File: src/rtl/input_cond_pkg.sv
// Shared types and layout helpers for the button input conditioner.
package input_cond_pkg;

   // Long-press tracker for channel 0.
   typedef enum logic [1:0] {
      LP_IDLE     = 2'd0,
      LP_COUNTING = 2'd1,
      LP_FIRED    = 2'd2
   } lp_state_t;

   // Event vector layout: presses in the low half, releases in the high half.
   localparam int PRESS_LSB = 0;

   function automatic int release_lsb(input int width);
      return width;
   endfunction

endpackage

File: src/rtl/button_input_conditioner_debounce_channel.sv
// Single-bit synchroniser, counter debounce and edge pulse generator.
module debounce_channel #(
   parameter int DEBOUNCE_CYCLES = 500000
) (
   input  logic clk,
   input  logic rst,
   input  logic btn_i,
   output logic level_o,
   output logic press_o,
   output logic release_o
);

   localparam int CNT_W = $clog2(DEBOUNCE_CYCLES + 1);
   // Count value one short of the threshold: the next mismatch accepts the level.
   localparam logic [CNT_W-1:0] CNT_LAST = CNT_W'(DEBOUNCE_CYCLES - 1);

   logic             sync1_q;
   logic             sync2_q;
   logic             level_q;
   logic             press_q;
   logic             release_q;
   logic [CNT_W-1:0] cnt_q;

   // Two-flop synchroniser, then count consecutive cycles disagreeing with the level.
   always_ff @(posedge clk) begin
      if (rst) begin
         sync1_q   <= 1'b0;
         sync2_q   <= 1'b0;
         level_q   <= 1'b0;
         press_q   <= 1'b0;
         release_q <= 1'b0;
         cnt_q     <= '0;
      end else begin
         sync1_q   <= btn_i;
         sync2_q   <= sync1_q;
         press_q   <= 1'b0;
         release_q <= 1'b0;
         if (sync2_q == level_q) begin
            cnt_q <= '0;
         end else if (cnt_q == CNT_LAST) begin
            level_q   <= ~level_q;
            press_q   <= ~level_q;
            release_q <= level_q;
            cnt_q     <= '0;
         end else begin
            cnt_q <= cnt_q + CNT_W'(1);
         end
      end
   end

   assign level_o   = level_q;
   assign press_o   = press_q;
   assign release_o = release_q;

endmodule

File: src/rtl/button_input_conditioner.sv
// Push-button conditioner: debounced levels, edge pulses, sticky events with
// read-and-clear, level IRQ and a long-press reset request on channel 0.
module button_input_conditioner
   import input_cond_pkg::*;
#(
   parameter int WIDTH             = 5,
   parameter int DEBOUNCE_CYCLES   = 500000,
   parameter int LONG_PRESS_CYCLES = 100000000
) (
   input  logic               clk,
   input  logic               rst,
   input  logic [WIDTH-1:0]   btn_i,
   output logic [WIDTH-1:0]   level_o,
   output logic [WIDTH-1:0]   press_o,
   output logic [WIDTH-1:0]   release_o,
   input  logic               evt_rd_i,
   output logic               evt_rvalid_o,
   output logic [2*WIDTH-1:0] evt_rdata_o,
   output logic               irq_o,
   output logic               rst_req_o
);

   localparam int LP_W = $clog2(LONG_PRESS_CYCLES + 1);
   localparam logic [LP_W-1:0] LP_LAST = LP_W'(LONG_PRESS_CYCLES - 1);
   localparam int REL_LSB = release_lsb(WIDTH);

   genvar gi;
   generate
      for (gi = 0; gi < WIDTH; gi++) begin : g_chan
         debounce_channel #(
            .DEBOUNCE_CYCLES(DEBOUNCE_CYCLES)
         ) u_chan (
            .clk      (clk),
            .rst      (rst),
            .btn_i    (btn_i[gi]),
            .level_o  (level_o[gi]),
            .press_o  (press_o[gi]),
            .release_o(release_o[gi])
         );
      end
   endgenerate

   logic [2*WIDTH-1:0] set_vec;
   logic [2*WIDTH-1:0] pend_q, pend_d;
   logic               rvalid_q;
   logic [2*WIDTH-1:0] rdata_q;
   logic               irq_q;

   // Pending update: clear what the read snapshots, then set new pulses (set wins).
   always_comb begin
      set_vec = '0;
      set_vec[PRESS_LSB +: WIDTH] = press_o;
      set_vec[REL_LSB +: WIDTH]   = release_o;
      pend_d = (evt_rd_i ? '0 : pend_q) | set_vec;
   end

   // Event register, read response and IRQ; irq tracks pend with no extra lag.
   always_ff @(posedge clk) begin
      if (rst) begin
         pend_q   <= '0;
         rvalid_q <= 1'b0;
         rdata_q  <= '0;
         irq_q    <= 1'b0;
      end else begin
         pend_q   <= pend_d;
         rvalid_q <= evt_rd_i;
         rdata_q  <= evt_rd_i ? pend_q : '0;
         irq_q    <= |pend_d;
      end
   end

   lp_state_t       state_q, state_d;
   logic [LP_W-1:0] lp_cnt_q, lp_cnt_d;
   logic            rst_req_q, rst_req_d;

   // Long-press next state: fire once when the hold count reaches its last value.
   always_comb begin
      state_d   = state_q;
      lp_cnt_d  = lp_cnt_q;
      rst_req_d = 1'b0;
      case (state_q)
         LP_IDLE: begin
            if (press_o[0]) begin
               state_d  = LP_COUNTING;
               lp_cnt_d = '0;
            end
         end
         LP_COUNTING: begin
            if (!level_o[0]) begin
               state_d = LP_IDLE;
            end else if (lp_cnt_q != LP_LAST) begin
               lp_cnt_d = lp_cnt_q + LP_W'(1);
            end
         end
         LP_FIRED: begin
            if (release_o[0]) begin
               state_d = LP_IDLE;
            end
         end
         default: state_d = LP_IDLE;
      endcase
      if (state_d == LP_COUNTING && lp_cnt_d == LP_LAST) begin
         rst_req_d = 1'b1;
         state_d   = LP_FIRED;
      end
   end

   // Long-press state register.
   always_ff @(posedge clk) begin
      if (rst) begin
         state_q   <= LP_IDLE;
         lp_cnt_q  <= '0;
         rst_req_q <= 1'b0;
      end else begin
         state_q   <= state_d;
         lp_cnt_q  <= lp_cnt_d;
         rst_req_q <= rst_req_d;
      end
   end

   assign evt_rvalid_o = rvalid_q;
   assign evt_rdata_o  = rdata_q;
   assign irq_o        = irq_q;
   assign rst_req_o    = rst_req_q;

endmodule

File: config.mk
export PLATFORM = sky130hd
export DESIGN_NAME = button_input_conditioner
export DESIGN_NICKNAME = d
export VERILOG_FILES = /design/src/rtl/input_cond_pkg.sv /design/src/rtl/button_input_conditioner_debounce_channel.sv /design/src/rtl/button_input_conditioner.sv
export SDC_FILE = /design/constraint.sdc
export NUM_CORES = 1
export LEC_CHECK = 0
export CAP_MARGIN = 0
export CORE_UTILIZATION = 40
export CTS_BUF_LIST = sky130_fd_sc_hd__clkbuf_4 sky130_fd_sc_hd__clkbuf_8
export CTS_CLUSTER_SIZE = 8
export DETAILED_ROUTE_END_ITERATION = 10
export GPL_ROUTABILITY_DRIVEN = 0
export GPL_TIMING_DRIVEN = 0
export SETUP_SLACK_MARGIN = 0.15
export SLEW_MARGIN = 0
export SYNTH_ARGS = -nofsm -noshare
export SYNTH_HDL_FRONTEND = slang
export SYNTH_SLANG_ARGS = --single-unit
export TNS_END_PERCENT = 5
File: constraint.sdc
create_clock -name clk -period 3 [get_ports clk]
set_input_delay 0.6 -clock clk [delete_from_list [all_inputs] [get_ports clk]]
set_output_delay 0.6 -clock clk [all_outputs]
set_load 0.005 [all_outputs]
### Word-level counts from Yosys, hierarchy flattened

Index checks and enable logic that the tools add are counted.

| word-level totals | value |
|---|---|
| bits in registers | 172 |
| input bits | 8 |
| output and inout port bits | 28 |
| logic and storage cells | 107 |

| operators by class | value |
|---|---|
| add/sub/neg operators | 6 |
| eq/ne operators | 15 |
| multiplexer cells | 11 |
| bitwise logic cells | 17 |
| reduce and logical (&&, ||, !) cells | 20 |

Operators with widths:

| operator | number |
|---|---|
| $add A19 B1 Y19 const B | 5 |
| $eq A19 B19 Y1 const B | 5 |
| $mux W27 | 3 |
| $pmux W27 S2 | 1 |
| $reduce_or A3 Y1 | 10 |
| $add A27 B1 Y27 const B | 1 |
| $eq A27 B27 Y1 const B | 1 |
| $ne A27 B27 Y1 const B | 1 |
| $not A1 Y1 | 16 |
| $mux W10 | 1 |
| $or A10 B10 Y10 | 1 |
| $reduce_and A2 Y1 | 5 |
| $reduce_or A10 Y1 | 1 |
| $mux W2 | 4 |
| $pmux W2 S3 | 1 |
| $eq A1 B1 Y1 | 5 |
| $eq A2 B1 Y1 const B | 2 |
| $reduce_or A2 Y1 | 2 |
| $eq A2 B2 Y1 const B | 1 |
| $logic_not A2 Y1 | 1 |
| $logic_and A1 B1 Y1 | 1 |
| $mux W1 | 1 |

### Logic depth before layout (Yosys ltp)

Gate-level depths: netlist of the first run.

| logic depth | value |
|---|---|
| depth after elaboration | 7 |
| depth in mapped cells | 11 |
| gate-level depth less buffers | 9 |

### Hierarchy

From an unflattened synthesis of the first run, not the netlist that was laid out.

| unflattened totals | value |
|---|---|
| cells, all modules | 904 |
| area total of the unflattened synthesis | 7918.8 µm² |

By module, submodules not included:

| module | instances | cells each | area each (µm²) | seq. area each (µm²) |
|---|---|---|---|---|
| debounce_channel at g_chan[0].u_chan ... | 4 | 117 | 1039.7 | 480.5 |
| button_input_conditioner | 1 | 320 | 2671.3 | 1041.0 |
| debounce_channel at g_chan[4].u_chan | 1 | 116 | 1088.5 | 480.5 |

### Worst setup path before layout of the first run

Ideal clock, no wire load.

| path | value |
|---|---|
| kind | reg-to-reg |
| start | reg lp_cnt_q[12] |
| end | reg state_q[0] |
| library setup time | 115 ps |
| arrival | 2450 ps |
| data required time | 2885 ps |
| setup slack | 435 ps |
| stages on the path, launching flop included | 10 |
| buffers on the path | 1 |
| period minus slack after synthesis | 2565 ps |
| path through | dfxtp_1 > or4b_1 > or4_4 > o21a_4 > buf_6 > nand4_1 > xor2_1 > nor4_1 > nand4_1 > and2_1 |

| between the ends | value |
|---|---|
| longest elaborated chain between the ends | 7 |
| elaborated cells on any way between the ends | 9 |
| those cells by class | 1 x add/sub; 2 x eq/ne; 4 x mux; 2 x reduce/logical |

Ends and longest elaborated chain:

| what | line | source |
|---|---|---|
| start: declaration | button_input_conditioner.sv:73 | `logic [LP_W-1:0] lp_cnt_q, lp_cnt_d;` |
| start signal: assignment | button_input_conditioner.sv:116 | `lp_cnt_q <= lp_cnt_d;` |
| $add A27 B1 Y27 / $ne A27 B27 Y1 (equally long branches) | button_input_conditioner.sv:92, button_input_conditioner.sv:91 |  |
| $mux W27 | button_input_conditioner.sv:91 | `end else if (lp_cnt_q != LP_LAST) begin` |
| $mux W27 | button_input_conditioner.sv:89 | `if (!level_o[0]) begin` |
| $pmux W27 S2 (*) | button_input_conditioner.sv:81 | `case (state_q)` |
| $eq A27 B27 Y1 (*) | button_input_conditioner.sv:102 | `if (state_d == LP_COUNTING && lp_cnt_d == LP_LAST) begin` |
| $logic_and A1 B1 Y1 (*) | button_input_conditioner.sv:102 |  |
| $reduce_or A2 Y1 (no source line) (*) | n/a |  |
| end signal: assignment | button_input_conditioner.sv:115 | `state_q <= state_d;` |
| end: declaration | button_input_conditioner.sv:72 | `lp_state_t state_q, state_d;` |

Every way passes the cells marked *; elsewhere a longest branch is shown, timed or not.
A chain may end at the register's enable or synchronous reset.

### Worst setup path after layout of the first run

Ends and elaborated chain as after synthesis.

==> reports/metrics.csv, run 1 <==
metric;value;unit
Die Span X;138;um
LEAKAGE;2.94;nW
antenna violations before repair;0;
total track usage;17.1;%
Core Util, Final;47.4;%
status;completed;
syn nets;852;
die height;138;um
Non-Filler Instances;1140;
clock slew at reported path FFs;90;ps
grt total ovfl;0;
CTS tree;yes;
crit path launch;lp_cnt_q[12]$_SDFF_PP0_;
share of cells above drive strength 1;9.77;%
CP Capture Point;state_q[0]$_SDFF_PP0_;
I/O pins;36;
starting DRC count in detailed routing;289;
PD cells;486;nW/um^2
top_reg_cell synth;dfxtp_1;
Synth Area per Inst;8.77;um^2
first-pass GRT wire length;25300;um
FILL cells;1779;
Final Hold Viols;0;
setup violators final;0;
post-route cell area;8520;um^2
diode count;0;
vias in the first global route;5202;
Post-DP Area;7980;um^2
placed wire-length estimate;10600;um
slowest CP cell;or4_4;
final setup skew;8.70;ps
core area;18000;um^2
Antenna Violating Nets Remaining;0;
Nets;912;
peak supply drop;401;uV
Mapped Area;7350;um^2
Reg area;3450;um^2
reg2reg setup slack;190;ps
largest net degree at the start of global routing;17;
# DRC;0;
Yosys reg bits;172;
H-tree depth;4;
# clock sinks;172;
fin crit share;93.7;%
vias;5705;
cell total after placement;1101;
number of library cell types mapped by synthesis;48;
Crit. End Element;flip-flop;
clk root buf;clkbuf_8;
maximum buffer depth of the clock tree;2;
worst-margin pin slew;622;ps
Worst slew margin;58.2;%
Max Cap Violations;0;
CP Data Required Time;3360;ps
Syn Inst Count;838;
Post-Route WL;14800;um
Max Fclk;356;MHz
Worst EP arrival;3170;ps
# rows;49;
FFs w/ async S/R, synth;0;%
die footprint;18900;um^2
register area share after synthesis;46.8;%
WL/cell;13.0;um
Multi-input gate area;3660;um^2
crit path kind;reg -> reg;
Layout area overhead;15.9;%
r2r startpoint;lp_cnt_q[12]$_SDFF_PP0_;
number of port buffers;34;
crit path cell chain;or4b_1 > or4_4 > o21a_4 > buf_8 > nand4_1 > xor2_1 > nor4_2 > nand4_1 > and2_1;
initial core utilization;40.9;%
RSZ-0062 raised after global routing;yes;
CP peak stage delay;550;ps
RR Endpoint;state_q[0]$_SDFF_PP0_;
first drt pass iteration count;6;
EDFF count, synth;0;
vias per inst;5.00;
CP max FO;7;
crit path launch type;flip-flop;
worst skew pair latency;450;ps
reg2reg path depth;9;
Tmin final;2810;ps
cell mode on critical path;nand4_1;
Synth warnings;0;
Hold/Removal Path Class;reg -> reg;
Inserted Clock Buffers;17;
Slew Limit Fails;0;
-- per-stage QoR --
step / power [mW] / hold slack [ps] / setup slack, ps / setup TNS, ps
4_1_cts: 4.20 / 447 / 169 / 0
3_5_place_dp: 2.41 / 426 / -2.11 / -2.11
2_1_floorplan: 2.38 / 414 / 435 / 0
6_report: 4.14 / 445 / 189 / 0
3_3_place_gp: 2.41 / 422 / 13.2 / 0
5_1_grt: 4.30 / 462 / 88.4 / 0
-- final cells by class --
cell class / instances / area share [%]
Multi-Input combinational cell: 620 / 43.0
Clock buffer: 19 / 3.07
Inverter: 4 / 0.176
Tap cell: 229 / 3.36
Sequential cell: 172 / 40.5
Timing Repair Buffer: 41 / 4.61
Clock inverter: 13 / 2.22
Buffer: 42 / 3.03
-- critical path: cells and delay by family, from the launching register on --
kind	cells	cell delay [ps]
and+or+nand+nor	6	1870
DFF	1	380
AOI/OAI and AO/OA	1	240
buffers and inverters	1	130
xor gates and xnor gates	1	100
-- metal layers --
metal	GRT usage [%]	part of all wire [%]	vias to the layer above
met5	0	0	-
met4	7.20	2.3	0
met3	4.01	4.2	21
met2	25.9	44	119
met1	23.3	50	2611
li1	-	-	2954
-- synth_stat cells, types with 17 or more instances --
library cell	instances	area, um^2
nand2_1	67	251
nor3_1	17	85.1
and3_1	29	181
dfxtp_1	172	3440
nor2_1	163	612
clkbuf_1	19	71.3
nand4_1	28	175
buf_4	17	128
nand3_1	56	280
xor2_1	69	604
a21oi_1	22	110
xnor2_1	31	272
-- power by group --
group	switching [mW]	internal, mW	total, mW
registers	0.00484	2.29	2.29
clock network	0.832	0.954	1.79
logic	0.0372	0.0202	0.0574
total	0.874	3.26	4.14
-- layout by cell type, fill, tap and decap left out, types with 9 or more instances in the layout --
cell type,n
nor2b_1,13
clkbuf_8,19
nand2_1,67
and2_1,15
dfxtp_1,166
clkdlybuf4s50_1,34
nor4b_1,9
nor4_1,10
nand3_1,56
xnor2_1,31
clkbuf_1,19
a21oi_1,22
and3_1,29
xor2_1,69
buf_4,24
nor3_1,17
nor2_1,161
nand4_1,28
nand2b_1,13
-- registers in the layout, summed over array words and instances (netlist names) --
name,count
evt_rdata_o,10
g_chan.u_chan.release_o,5
irq_o,1
lp_cnt_q,27
g_chan.u_chan.sync2_q,5
g_chan.u_chan.press_o,5
g_chan.u_chan.sync1_q,5
state_q,2
g_chan.u_chan.cnt_q,95
evt_rvalid_o,1
rst_req_o,1
pend_q,10
g_chan.u_chan.level_o,5
-- worst min path at each step --
stage                                   startpoint                                   to  cells past startpoint
3_3_place_gp   g_chan[4].u_chan.sync1_q$_SDFF_PP0_  g_chan[4].u_chan.sync2_q$_SDFF_PP0_                      1
6_report       g_chan[3].u_chan.sync1_q$_SDFF_PP0_  g_chan[3].u_chan.sync2_q$_SDFF_PP0_                      1
4_1_cts        g_chan[1].u_chan.sync1_q$_SDFF_PP0_  g_chan[1].u_chan.sync2_q$_SDFF_PP0_                      1
3_5_place_dp   g_chan[1].u_chan.sync1_q$_SDFF_PP0_  g_chan[1].u_chan.sync2_q$_SDFF_PP0_                      1
5_1_grt        g_chan[1].u_chan.sync1_q$_SDFF_PP0_  g_chan[1].u_chan.sync2_q$_SDFF_PP0_                      1
2_1_floorplan  g_chan[0].u_chan.sync1_q$_SDFF_PP0_  g_chan[0].u_chan.sync2_q$_SDFF_PP0_                      1
-- repair_timing --
action | CTS | global route
setup buffers | 7 | 0
resized for setup | 12 | 2
pin swaps | 7 | 4
setup endpoints to repair | 3 | 3
hold endpoints to repair | 0 | 0
hold buffers | 0 | 0
-- cell families (layout without fill, tap and decap cells) --
logic type | count (synthesis) | count (layout) | share of synthesized area [%]
flops | 172 | 172 | 46.8
simple gates | 455 | 455 | 30.7
compound gates | 45 | 45 | 3.86
buf+inv | 46 | 119 | 3.66
mux | 14 | 14 | 2.01
xor+xnor | 100 | 100 | 11.9
fa+ha+maj | 6 | 6 | 1.02
Power figures use the tool's default switching activity.
==> inputs of run 2 (changes only) <==
--- a/config.mk
+++ b/config.mk
@@ -5,16 +5,16 @@
 export SDC_FILE = /design/constraint.sdc
 export NUM_CORES = 1
 export LEC_CHECK = 0
-export CAP_MARGIN = 0
+export CAP_MARGIN = 5
 export CORE_UTILIZATION = 40
 export CTS_BUF_LIST = sky130_fd_sc_hd__clkbuf_4 sky130_fd_sc_hd__clkbuf_8
 export CTS_CLUSTER_SIZE = 8
 export DETAILED_ROUTE_END_ITERATION = 10
 export GPL_ROUTABILITY_DRIVEN = 0
 export GPL_TIMING_DRIVEN = 0
+export HOLD_SLACK_MARGIN = 0.08
 export SETUP_SLACK_MARGIN = 0.15
 export SLEW_MARGIN = 0
 export SYNTH_ARGS = -nofsm -noshare
 export SYNTH_HDL_FRONTEND = slang
 export SYNTH_SLANG_ARGS = --single-unit
-export TNS_END_PERCENT = 5
==> run 2 against run 1 <==
Core utilization grew 0.13 points; clock power barely moved; sequential power about the same; global-route usage stayed put; register-to-register slack got worse by 20 ps; hold slack better by 0.67 ps; wire length hardly changed; largest cell class unchanged.
==> reports/metrics.csv, run 2 (synthesis gave the netlist of run 1 again) <==
metric;value;unit;change
Largest Register;g_chan.u_chan.cnt_q;;
cell total after placement;1101;;unchanged
clk root buf;clkbuf_8;;
Final Hold Viols;0;;unchanged
Largest regs;g_chan.u_chan.cnt_q (95), lp_cnt_q (27);;
largest net degree at the start of global routing;17;;unchanged
vias in the first global route;5202;;unchanged
number of port buffers;34;;unchanged
CP max FO;7;;unchanged
Die Span X;138;um;unchanged
CP Data Required Time;3360;ps;about the same
initial core utilization;40.9;%;unchanged
Clock Power Share;43.2;%;about the same
Multi-input gate area;3670;um^2;+0.21%
fin crit share;94.4;%;+0.70 points
Reg area;3450;um^2;unchanged
antenna violations before repair;0;;unchanged
Post-Route WL;14800;um;about the same
worst-margin pin slew;619;ps;-3.65 ps
# rows;49;;unchanged
setup TNS;0;ps;unchanged
Inserted Clock Buffers;17;;unchanged
first-pass GRT wire length;25300;um;unchanged
Slew Limit Fails;0;;unchanged
sw frac;21.1;%;about the same
LEAKAGE;2.95;nW;+0.38%
diode count;0;;unchanged
H-tree depth;4;;unchanged
final setup skew;8.36;ps;-0.342 ps
vias per inst;4.98;;-0.44%
CTS tree;yes;;
Crit. End Element;flip-flop;;
Tmin final;2830;ps;+21.0 ps
total track usage;17.1;%;unchanged
die footprint;18900;um^2;unchanged
# clock sinks;172;;unchanged
Pint;3.26;mW;unchanged
Hold Worst Slack;446;ps;+0.675 ps
Max Cap Violations;0;;unchanged
core area;18000;um^2;unchanged
vias;5690;;-0.26%
clock slew at reported path FFs;90;ps;about the same
# DRC;0;;unchanged
maximum buffer depth of the clock tree;2;;unchanged
Comb pwr share;1.4;%;about the same
FILL cells;1778;;-0.056%
Non-Filler Instances;1142;;+0.18%
Setup WS pre-CTS;-2.11;ps;unchanged
share of cells above drive strength 1;10.1;%;+0.31 points
peak supply drop;401;uV;about the same
Worst EP arrival;3190;ps;+20 ps
Max Fclk;353;MHz;-0.74%
most common cell after layout, fill and taps aside;dfxtp_1;;
crit path kind;reg -> reg;;
PD cells;484;nW/um^2;-0.27%
max FFs per register;95;;unchanged
WL/cell;13.0;um;-0.15%
Flop pwr share;55.4;%;about the same
RSZ-0062 raised after global routing;yes;;
switching power;0.873;mW;about the same
Layout area overhead;16.2;%;
die height;138;um;unchanged
power consumption;4.14;mW;about the same
Worst slew margin;58.4;%;+0.25 points
starting DRC count in detailed routing;291;;+0.69%
Antenna Violating Nets Remaining;0;;unchanged
I/O pins;36;;unchanged
crit path launch type;flip-flop;;
status;completed;;
leading cell types in the layout, fill and taps excluded;166 x dfxtp_1, 161 x nor2_1, 68 x xor2_1;;
placed wire-length estimate;10600;um;unchanged
grt total ovfl;0;;unchanged
Hold/Removal Path Class;reg -> reg;;
setup violators final;0;;unchanged
worst skew pair latency;450;ps;about the same
Nets;914;;+0.22%
first drt pass iteration count;7;;+1
worst setup margin;168;ps;-21.0 ps
-- run 2: changes by cell type in the layout (fill, tap and decap cells not counted) --
| cell | before | now |
|---|---|---|
| xor2_2 | 0 | 1 |
| xor2_1 | 69 | 68 |
| buf_4 | 24 | 26 |
-- run 2: power groups by stage --
stage                     clock [mW]  combinational [mW]  sequential [mW]
final                           1.79              0.0574             2.29
after global routing            1.94              0.0655             2.30
after CTS                       1.85              0.0591             2.29
after detailed placement           0              0.0588             2.35
after global placement             0              0.0582             2.35
after floorplan                    0              0.0344             2.35
-- run 2: metrics by stage --
| step | util, % | cell area (um^2) |
|---|---|---|
| floorplan | - | 7350 |
| global placement | 44.4 | 7980 |
| detailed placement | 44.4 | 7980 |
| CTS | 47.4 | 8520 |
| global route | 47.5 | 8540 |
| finish | 47.5 | 8540 |
-- run 2: repair_timing --
item,CTS,global route
endpoints found under the hold margin,0,0
hold buffers,0,0
pin swaps,7,5
setup endpoints to repair,3,3
setup buffers,7,2
gates resized for setup,12,3
-- run 2: layer usage --
metal  routed length (um)  GRT usage (%)  vias to the layer above
li1                     -              -                     2959
met1                 7470           23.3                     2607
met2                 6470           25.9                      101
met3                  540           4.01                       23
met4                  351           7.20                        0
met5                    0              0                        -
-- run 2: cell type report --
class                           instances  share of cell area (%)
Buffer                                 42                    3.02
Clock inverter                         13                    2.21
Timing Repair Buffer                   43                    4.78
Inverter                                4                   0.176
Clock buffer                           19                    3.06
Multi-Input combinational cell        620                    43.0
Sequential cell                       172                    40.4
Tap cell                              229                    3.35
-- run 2: critical path, stage by stage (launching register included) --
cell	delay (ps)
dfxtp_4	370
or4b_1	510
or4_4	560
o21a_4	240
buf_8	130
nand4_1	120
xor2_2	100
nor4_2	310
nand4_1	210
and2_1	180
-- run 2: worst paths after layout --
check,start,end,slack [ps],cells after the start
setup / recovery,lp_cnt_q[12]$_SDFF_PP0_,state_q[0]$_SDFF_PP0_,170,9
hold reg to reg,g_chan[3].u_chan.sync1_q$_SDFF_PP0_,g_chan[3].u_chan.sync2_q$_SDFF_PP0_,450,1
hold / removal,g_chan[3].u_chan.sync1_q$_SDFF_PP0_,g_chan[3].u_chan.sync2_q$_SDFF_PP0_,450,1
setup reg to reg,lp_cnt_q[12]$_SDFF_PP0_,state_q[0]$_SDFF_PP0_,170,9
